### src/rtl/fb_sram_arbiter_if.sv
`timescale 1ns/1ps
`default_nettype none
// ============================================================================
// Module   : fb_sram_arbiter_if
// Purpose  : Bus bundle between the framebuffer SRAM arbiter, its two external
//            requesters (R0 rasterizer, R1 host), the clear-control inputs and
//            the GPU-SRAM port.
// Ports    : I_VIDEO_ON          - active video, blocks new SRAM accesses
//            I_REQx/WEx/ADDRx/WDATAx, O_ACKx - requester handshakes (x = 0, 1)
//            O_RDATA             - read data, valid with the O_ACKx of a read
//            I_CLR_START/COLOR, O_CLR_BUSY/DONE - frame-clear control
//            O_GPU_ADDR/DATA/WRITE/READ, I_GPU_DATA - SRAM port
// Modports : slave  - arbiter side
//            master - requester / SRAM-model side
// Revision : 1.0 - initial release
// ============================================================================
interface fb_sram_arbiter_if;
  logic        I_VIDEO_ON;
  logic        I_REQ0;
  logic        I_REQ1;
  logic        I_WE0;
  logic        I_WE1;
  logic [17:0] I_ADDR0;
  logic [17:0] I_ADDR1;
  logic [15:0] I_WDATA0;
  logic [15:0] I_WDATA1;
  logic        O_ACK0;
  logic        O_ACK1;
  logic [15:0] O_RDATA;
  logic        I_CLR_START;
  logic [15:0] I_CLR_COLOR;
  logic        O_CLR_BUSY;
  logic        O_CLR_DONE;
  logic [17:0] O_GPU_ADDR;
  logic [15:0] O_GPU_DATA;
  logic        O_GPU_WRITE;
  logic        O_GPU_READ;
  logic [15:0] I_GPU_DATA;

  modport slave (
    input  I_VIDEO_ON, I_REQ0, I_REQ1, I_WE0, I_WE1, I_ADDR0, I_ADDR1,
           I_WDATA0, I_WDATA1, I_CLR_START, I_CLR_COLOR, I_GPU_DATA,
    output O_ACK0, O_ACK1, O_RDATA, O_CLR_BUSY, O_CLR_DONE,
           O_GPU_ADDR, O_GPU_DATA, O_GPU_WRITE, O_GPU_READ
  );

  modport master (
    output I_VIDEO_ON, I_REQ0, I_REQ1, I_WE0, I_WE1, I_ADDR0, I_ADDR1,
           I_WDATA0, I_WDATA1, I_CLR_START, I_CLR_COLOR, I_GPU_DATA,
    input  O_ACK0, O_ACK1, O_RDATA, O_CLR_BUSY, O_CLR_DONE,
           O_GPU_ADDR, O_GPU_DATA, O_GPU_WRITE, O_GPU_READ
  );
endinterface
`default_nettype wire

### src/rtl/fb_sram_arbiter.sv
`timescale 1ns/1ps
`default_nettype none
// ============================================================================
// Module   : fb_sram_arbiter
// Purpose  : Shares the single 16-bit framebuffer SRAM port between the
//            rasterizer (R0), the host (R1) and an internal frame-clear
//            sequencer (CLR). Accesses are issued only during blanking, with
//            round-robin priority R0 -> R1 -> CLR -> R0.
// Ports    : I_CLK   - clock
//            I_RST_N - asynchronous active-low reset
//            bus     - fb_sram_arbiter_if.slave (requesters, clear, SRAM port)
// Params   : FB_WORDS - words written by a frame clear (must be <= 2**18)
// Revision : 1.0 - initial release
// ============================================================================
module fb_sram_arbiter #(
  parameter int unsigned FB_WORDS = 256000
) (
  input wire               I_CLK,
  input wire               I_RST_N,
  fb_sram_arbiter_if.slave bus
);

  localparam logic [17:0] c_last_addr = 18'(FB_WORDS - 1);

  // A read occupies the port for two cycles after the grant: the strobe
  // cycle (RD_ISSUE) and the SRAM data cycle (RD_WAIT).
  typedef enum logic [1:0] {
    ST_IDLE     = 2'd0,
    ST_RD_ISSUE = 2'd1,
    ST_RD_WAIT  = 2'd2
  } state_t;

  typedef enum logic [1:0] {
    SRC_R0  = 2'd0,
    SRC_R1  = 2'd1,
    SRC_CLR = 2'd2
  } src_t;

  state_t      r_state,      w_state_nxt;
  src_t        r_last,       w_last_nxt;
  logic        r_rd_owner,   w_rd_owner_nxt;   // 0 = R0, 1 = R1
  logic [17:0] r_clr_cnt,    w_clr_cnt_nxt;
  logic [15:0] r_clr_color,  w_clr_color_nxt;
  logic        r_clr_busy,   w_clr_busy_nxt;
  logic        r_clr_done,   w_clr_done_nxt;
  logic [17:0] r_gpu_addr,   w_gpu_addr_nxt;
  logic [15:0] r_gpu_data,   w_gpu_data_nxt;
  logic        r_gpu_write,  w_gpu_write_nxt;
  logic        r_gpu_read,   w_gpu_read_nxt;
  logic        r_ack0,       w_ack0_nxt;
  logic        r_ack1,       w_ack1_nxt;
  logic [15:0] r_rdata,      w_rdata_nxt;

  logic [2:0]  w_elig;
  src_t        w_win;
  logic        w_grant;
  logic        w_sel_we;
  logic [17:0] w_sel_addr;
  logic [15:0] w_sel_wdata;

  // A requester whose ACK is high this cycle still shows its old REQ, so it
  // is masked to avoid granting the same transaction twice.
  assign w_elig = {r_clr_busy, bus.I_REQ1 & ~r_ack1, bus.I_REQ0 & ~r_ack0};

  // First eligible source after the last winner. When nothing is eligible
  // the result is unused because w_grant is low.
  always_comb begin
    w_win = SRC_R0;
    unique case (r_last)
      SRC_R0: begin
        if (w_elig[1])      w_win = SRC_R1;
        else if (w_elig[2]) w_win = SRC_CLR;
        else                w_win = SRC_R0;
      end
      SRC_R1: begin
        if (w_elig[2])      w_win = SRC_CLR;
        else if (w_elig[0]) w_win = SRC_R0;
        else                w_win = SRC_R1;
      end
      default: begin
        if (w_elig[0])      w_win = SRC_R0;
        else if (w_elig[1]) w_win = SRC_R1;
        else                w_win = SRC_CLR;
      end
    endcase
  end

  assign w_grant     = (r_state == ST_IDLE) & ~bus.I_VIDEO_ON & (|w_elig);
  assign w_sel_we    = (w_win == SRC_R1) ? bus.I_WE1    : bus.I_WE0;
  assign w_sel_addr  = (w_win == SRC_R1) ? bus.I_ADDR1  : bus.I_ADDR0;
  assign w_sel_wdata = (w_win == SRC_R1) ? bus.I_WDATA1 : bus.I_WDATA0;

  always_comb begin
    w_state_nxt     = r_state;
    w_last_nxt      = r_last;
    w_rd_owner_nxt  = r_rd_owner;
    w_clr_cnt_nxt   = r_clr_cnt;
    w_clr_color_nxt = r_clr_color;
    w_clr_busy_nxt  = r_clr_busy;
    w_clr_done_nxt  = 1'b0;
    w_gpu_addr_nxt  = r_gpu_addr;
    w_gpu_data_nxt  = r_gpu_data;
    w_gpu_write_nxt = 1'b0;
    w_gpu_read_nxt  = 1'b0;
    w_ack0_nxt      = 1'b0;
    w_ack1_nxt      = 1'b0;
    w_rdata_nxt     = r_rdata;

    unique case (r_state)
      ST_IDLE: begin
        if (w_grant) begin
          w_last_nxt = w_win;
          if (w_win == SRC_CLR) begin
            w_gpu_write_nxt = 1'b1;
            w_gpu_addr_nxt  = r_clr_cnt;
            w_gpu_data_nxt  = r_clr_color;
            if (r_clr_cnt == c_last_addr) begin
              w_clr_busy_nxt = 1'b0;
              w_clr_done_nxt = 1'b1;
            end else begin
              w_clr_cnt_nxt = r_clr_cnt + 18'd1;
            end
          end else if (w_sel_we) begin
            w_gpu_write_nxt = 1'b1;
            w_gpu_addr_nxt  = w_sel_addr;
            w_gpu_data_nxt  = w_sel_wdata;
            w_ack0_nxt      = (w_win == SRC_R0);
            w_ack1_nxt      = (w_win == SRC_R1);
          end else begin
            w_gpu_read_nxt = 1'b1;
            w_gpu_addr_nxt = w_sel_addr;
            w_rd_owner_nxt = (w_win == SRC_R1);
            w_state_nxt    = ST_RD_ISSUE;
          end
        end
      end
      ST_RD_ISSUE: begin
        w_state_nxt = ST_RD_WAIT;
      end
      ST_RD_WAIT: begin
        w_rdata_nxt = bus.I_GPU_DATA;
        w_ack0_nxt  = ~r_rd_owner;
        w_ack1_nxt  = r_rd_owner;
        w_state_nxt = ST_IDLE;
      end
      default: begin
        w_state_nxt = ST_IDLE;
      end
    endcase

    // CLR is only eligible while busy, so a start never collides with a
    // clear grant in the same cycle.
    if (bus.I_CLR_START && !r_clr_busy) begin
      w_clr_color_nxt = bus.I_CLR_COLOR;
      w_clr_cnt_nxt   = 18'd0;
      w_clr_busy_nxt  = 1'b1;
    end
  end

  always_ff @(posedge I_CLK or negedge I_RST_N) begin
    if (!I_RST_N) begin
      r_state     <= ST_IDLE;
      r_last      <= SRC_CLR;
      r_rd_owner  <= 1'b0;
      r_clr_cnt   <= 18'd0;
      r_clr_color <= 16'd0;
      r_clr_busy  <= 1'b0;
      r_clr_done  <= 1'b0;
      r_gpu_addr  <= 18'd0;
      r_gpu_data  <= 16'd0;
      r_gpu_write <= 1'b0;
      r_gpu_read  <= 1'b0;
      r_ack0      <= 1'b0;
      r_ack1      <= 1'b0;
      r_rdata     <= 16'd0;
    end else begin
      r_state     <= w_state_nxt;
      r_last      <= w_last_nxt;
      r_rd_owner  <= w_rd_owner_nxt;
      r_clr_cnt   <= w_clr_cnt_nxt;
      r_clr_color <= w_clr_color_nxt;
      r_clr_busy  <= w_clr_busy_nxt;
      r_clr_done  <= w_clr_done_nxt;
      r_gpu_addr  <= w_gpu_addr_nxt;
      r_gpu_data  <= w_gpu_data_nxt;
      r_gpu_write <= w_gpu_write_nxt;
      r_gpu_read  <= w_gpu_read_nxt;
      r_ack0      <= w_ack0_nxt;
      r_ack1      <= w_ack1_nxt;
      r_rdata     <= w_rdata_nxt;
    end
  end

  assign bus.O_ACK0      = r_ack0;
  assign bus.O_ACK1      = r_ack1;
  assign bus.O_RDATA     = r_rdata;
  assign bus.O_CLR_BUSY  = r_clr_busy;
  assign bus.O_CLR_DONE  = r_clr_done;
  assign bus.O_GPU_ADDR  = r_gpu_addr;
  assign bus.O_GPU_DATA  = r_gpu_data;
  assign bus.O_GPU_WRITE = r_gpu_write;
  assign bus.O_GPU_READ  = r_gpu_read;

endmodule
`default_nettype wire

### src/flat_wrapper.sv
// flat-port wrapper written by rule: the top's interface ports become plain ports
module fb_sram_arbiter_flat 
#(
  parameter int unsigned FB_WORDS = 256000
)
  (I_CLK, I_RST_N, bus_I_VIDEO_ON, bus_I_REQ0, bus_I_REQ1, bus_I_WE0, bus_I_WE1, bus_I_ADDR0, bus_I_ADDR1, bus_I_WDATA0, bus_I_WDATA1, bus_I_CLR_START, bus_I_CLR_COLOR, bus_I_GPU_DATA, bus_O_ACK0, bus_O_ACK1, bus_O_RDATA, bus_O_CLR_BUSY, bus_O_CLR_DONE, bus_O_GPU_ADDR, bus_O_GPU_DATA, bus_O_GPU_WRITE, bus_O_GPU_READ);
  fb_sram_arbiter_if bus_i ();
  input wire I_CLK;
  input wire I_RST_N;
  input wire logic [$bits(bus_i.I_VIDEO_ON)-1:0] bus_I_VIDEO_ON;
  input wire logic [$bits(bus_i.I_REQ0)-1:0] bus_I_REQ0;
  input wire logic [$bits(bus_i.I_REQ1)-1:0] bus_I_REQ1;
  input wire logic [$bits(bus_i.I_WE0)-1:0] bus_I_WE0;
  input wire logic [$bits(bus_i.I_WE1)-1:0] bus_I_WE1;
  input wire logic [$bits(bus_i.I_ADDR0)-1:0] bus_I_ADDR0;
  input wire logic [$bits(bus_i.I_ADDR1)-1:0] bus_I_ADDR1;
  input wire logic [$bits(bus_i.I_WDATA0)-1:0] bus_I_WDATA0;
  input wire logic [$bits(bus_i.I_WDATA1)-1:0] bus_I_WDATA1;
  input wire logic [$bits(bus_i.I_CLR_START)-1:0] bus_I_CLR_START;
  input wire logic [$bits(bus_i.I_CLR_COLOR)-1:0] bus_I_CLR_COLOR;
  input wire logic [$bits(bus_i.I_GPU_DATA)-1:0] bus_I_GPU_DATA;
  output wire logic [$bits(bus_i.O_ACK0)-1:0] bus_O_ACK0;
  output wire logic [$bits(bus_i.O_ACK1)-1:0] bus_O_ACK1;
  output wire logic [$bits(bus_i.O_RDATA)-1:0] bus_O_RDATA;
  output wire logic [$bits(bus_i.O_CLR_BUSY)-1:0] bus_O_CLR_BUSY;
  output wire logic [$bits(bus_i.O_CLR_DONE)-1:0] bus_O_CLR_DONE;
  output wire logic [$bits(bus_i.O_GPU_ADDR)-1:0] bus_O_GPU_ADDR;
  output wire logic [$bits(bus_i.O_GPU_DATA)-1:0] bus_O_GPU_DATA;
  output wire logic [$bits(bus_i.O_GPU_WRITE)-1:0] bus_O_GPU_WRITE;
  output wire logic [$bits(bus_i.O_GPU_READ)-1:0] bus_O_GPU_READ;
  assign bus_i.I_VIDEO_ON = bus_I_VIDEO_ON;
  assign bus_i.I_REQ0 = bus_I_REQ0;
  assign bus_i.I_REQ1 = bus_I_REQ1;
  assign bus_i.I_WE0 = bus_I_WE0;
  assign bus_i.I_WE1 = bus_I_WE1;
  assign bus_i.I_ADDR0 = bus_I_ADDR0;
  assign bus_i.I_ADDR1 = bus_I_ADDR1;
  assign bus_i.I_WDATA0 = bus_I_WDATA0;
  assign bus_i.I_WDATA1 = bus_I_WDATA1;
  assign bus_i.I_CLR_START = bus_I_CLR_START;
  assign bus_i.I_CLR_COLOR = bus_I_CLR_COLOR;
  assign bus_i.I_GPU_DATA = bus_I_GPU_DATA;
  assign bus_O_ACK0 = bus_i.O_ACK0;
  assign bus_O_ACK1 = bus_i.O_ACK1;
  assign bus_O_RDATA = bus_i.O_RDATA;
  assign bus_O_CLR_BUSY = bus_i.O_CLR_BUSY;
  assign bus_O_CLR_DONE = bus_i.O_CLR_DONE;
  assign bus_O_GPU_ADDR = bus_i.O_GPU_ADDR;
  assign bus_O_GPU_DATA = bus_i.O_GPU_DATA;
  assign bus_O_GPU_WRITE = bus_i.O_GPU_WRITE;
  assign bus_O_GPU_READ = bus_i.O_GPU_READ;
  fb_sram_arbiter #(.FB_WORDS(FB_WORDS)) u_core (.I_CLK(I_CLK), .I_RST_N(I_RST_N), .bus(bus_i));
endmodule
### config.mk
export PLATFORM = sky130hd
export DESIGN_NAME = fb_sram_arbiter_flat
export DESIGN_NICKNAME = d
export VERILOG_FILES = /design/src/rtl/fb_sram_arbiter_if.sv /design/src/rtl/fb_sram_arbiter.sv /design/src/flat_wrapper.sv
export SDC_FILE = /design/constraint.sdc
export NUM_CORES = 1
export LEC_CHECK = 0
export ABC_AREA = 1
export BUFFER_PORTS_ARGS = -buffer_cell sky130_fd_sc_hd__buf_2
export CAP_MARGIN = 40
export CORE_ASPECT_RATIO = 0.6
export CORE_MARGIN = 2
export CORE_UTILIZATION = 35
export CTS_CLUSTER_DIAMETER = 40
export DETAILED_ROUTE_END_ITERATION = 8
export PLACE_DENSITY_LB_ADDON = 0.25
export SLEW_MARGIN = 10
export SYNTH_ARGS = -nofsm -noshare
export SYNTH_HDL_FRONTEND = slang
export SYNTH_SLANG_ARGS = --single-unit
### constraint.sdc
create_clock -name I_CLK -period 1.9 [get_ports I_CLK]
set_clock_uncertainty 0.2 [all_clocks]
set_input_delay 0.38 -clock I_CLK [delete_from_list [all_inputs] [get_ports I_CLK]]
set_output_delay 0.38 -clock I_CLK [all_outputs]
set_load 0.02 [all_outputs]
==> flow_metrics.tcl <==
set metrics [dict create \
    rsz0062_at_grt "yes" \
    grt_pass1_vias 4406 \
    drt_iter0_markers 266 \
    worst_slack_ps 132.3 \
    numCtsBuffers 9 \
    cp-end-kind "register" \
    nets 938 \
    avgSynthCellArea_um2 7.702 \
    p_total_mw 10.12 \
    cp-start-kind "register" \
    vias 4752 \
    wl_per_cell_um 14.50 \
    port_buffers 163 \
    synth_cells 650 \
    die-width_um 158.4 \
    fin_crit_sh 0.9304 \
    clkTransAtPathRegs_ps 70 \
    dp_slack_ps -63.63 \
    clk_latency_ps 350 \
    hold_viol_final 0 \
    hold_ws_ps 30.26 \
    yosys.area.top_type "dfrtp_1" \
    async_flop_share 1.000 \
    drc 0 \
    period_minus_slack_ps 1768 \
    min_path_type "input pin to register" \
    netlist_area_um2 5006 \
    synth_cell_type_count 32 \
    layout.cells.most_common_list "286 x nand2_1, 162 x buf_2, 94 x dfrtp_1, 52 x nand3_1, 37 x inv_1" \
    first_pass_iters 5 \
    slew_violations 0 \
    synth-seq-cells 95 \
    antenna_found_initial 1 \
    overflow 0 \
    yosysTopAreaCellShare 0.4699 \
    ys_warn_count 0 \
    worstPathMaxFanout 4 \
    fin_util 0.4755 \
    synth_area_leaders "dfrtp_1 47%, nand2_1 22%, nand3_1 5.2%, mux2_2 3.6%, inv_1 2.8%" \
    gp_congestion 0.8893 \
    cts_tree "built" \
    clockRootBuffer "clkbuf_16" \
    synth_edf_count 0 \
    dieArea_um2 15310 \
    grt_pass1_wl_mm 23.48 \
    wl_mm 14.87 \
    synth_nets 759 \
    ios 164 \
    final_layout_size_suffix_gt1_frac 0.3046 \
    area_growth_pct 30.99 \
    worstMarginPinSlew_ps 436.7 \
    crit_type "register to register" \
    row_count 33 \
    slew_headroom 0.7066 \
    cts.sinks 95 \
    track_usage 0.1970 \
    vdd_drop_max_uv 746.3 \
    synthFlopType "dfrtp_1" \
    vias_per_cell 4.632 \
    dpl.hpwl_mm 11.08 \
    p_per_area_nw_per_um2 1543 \
    final_common_cell "nand2_1" \
    cap_viol_max_count 0 \
    start_util 0.3630 \
    route.antenna.remaining_nets 0 \
    setup_viol 0 \
    p_leak_nw 3.561 \
    cp.arrival_ps 1860 \
    placedCellCount 1006 \
    antenna_cells 0 \
    ys_seq_area_frac 0.4751 \
    n_fill_cell 1420 \
    fin_cells 1026 \
    ctsLongestPathBuffers 2 \
    status "finished, final reports clean" \
    design.core.area_um2 13790 \
    grt_start_max_net_pins 43 \
    chipHeight_um 96.64 \
    critPathRequiredTime_ps 1990 \
    clock.fmax_mhz 565.7 \
    h-tree-depth 3 \
]
-- per-layer routing --
layer	global-route usage	share of wire
met5	0	0.00087
met4	0.04297	0.0093
met3	0.05421	0.083
met2	0.2528	0.36
met1	0.3204	0.54
-- state kept, by name (all words and copies together) (netlist names), 2 cells and up --
signal,count
u_core.bus.O_RDATA,16
u_core.r_last,2
u_core.r_state,2
u_core.bus.O_GPU_DATA,16
u_core.bus.O_GPU_ADDR,18
u_core.r_clr_color,16
u_core.r_clr_cnt,18
-- cells in the mapped netlist (9+ instances only) --
| master | n |
|---|---|
| a21oi_1 | 19 |
| buf_2 | 9 |
| dfrtp_1 | 94 |
| inv_1 | 37 |
| mux2_2 | 16 |
| nand2_1 | 288 |
| nand3_1 | 52 |
| nand3b_1 | 16 |
| nor2_1 | 31 |
| o21ai_0 | 14 |
| xor2_1 | 13 |
-- cell families (layout without fill, tap and decap cells) --
logic type / count (synthesis) / in the layout / share of synthesized area
simple gates: 414 / 414 / 0.3592
flops: 95 / 95 / 0.4751
buf+inv: 72 / 255 / 0.06248
compound gates: 39 / 40 / 0.04199
mux: 16 / 16 / 0.03599
xor+xnor: 13 / 13 / 0.02274
fa+ha+maj: 1 / 1 / 0.002499
-- metrics by stage --
step	setup TNS [ps]	area [um^2]
final	0	6558
after floorplan	0	5006
after global placement	0	6191
after detailed placement	-441.3	6191
after CTS	0	6520
after global routing	-15.29	6558
-- final cells by class --
type	instances	area [um^2]	area share
Clock buffer	9	225.2	0.03434
Clock inverter	7	77.57	0.01183
Inverter	47	188.9	0.02881
Multi-Input combinational cell	484	2338	0.3566
Sequential cell	95	2379	0.3627
Tap cell	192	240.2	0.03663
Timing Repair Buffer	192	1109	0.1691
-- worst max-delay path, cell delays in order, from the launching register on --
cell and delay [ps]:
dfrtp_1 360, ha_1 200, buf_4 160, nand3_1 120
nor2_1 300, nand3_1 120, nand2_1 70, nand4_1 100
nand2_1 90
-- power breakdown --
group	switching (mW)	leakage (nW)	internal [mW]
clock network	0.843	0.147	1.04
registers	0.495	1.22	2.74
logic	3.18	2.19	1.82
total	4.52	3.56	5.60
-- final timing paths --
check	slack (ps)	from	cells after the start	end
worst max-delay path	130	u_core.r_clr_cnt[0]$_DFFE_PN0P_	8	u_core.r_clr_cnt[14]$_DFFE_PN0P_
worst min-delay path	30	bus_I_CLR_COLOR[12]	3	u_core.r_clr_color[12]$_DFFE_PN0P_
worst max register to register	130	u_core.r_clr_cnt[0]$_DFFE_PN0P_	8	u_core.r_clr_cnt[14]$_DFFE_PN0P_
worst min register to register	280	u_core.bus.O_GPU_ADDR[5]$_DFFE_PN0P_	2	u_core.bus.O_GPU_ADDR[5]$_DFFE_PN0P_
max in group asynchronous	730	I_RST_N	3	u_core.bus.O_GPU_DATA[5]$_DFFE_PN0P_
min in group asynchronous	250	I_RST_N	2	u_core.bus.O_GPU_ADDR[7]$_DFFE_PN0P_
-- repair_timing --
item | 4_1_cts | 5_1_grt
buffers inserted | 0 | 2
hold buffers | 1 | 0
cloned | 1 | 0
setup endpoints to repair | 7 | 32
pin swaps | 1 | 3
hold endpoints to repair | 16 | 0
resized for setup | 1 | 10
Power figures use the tool's default switching activity.
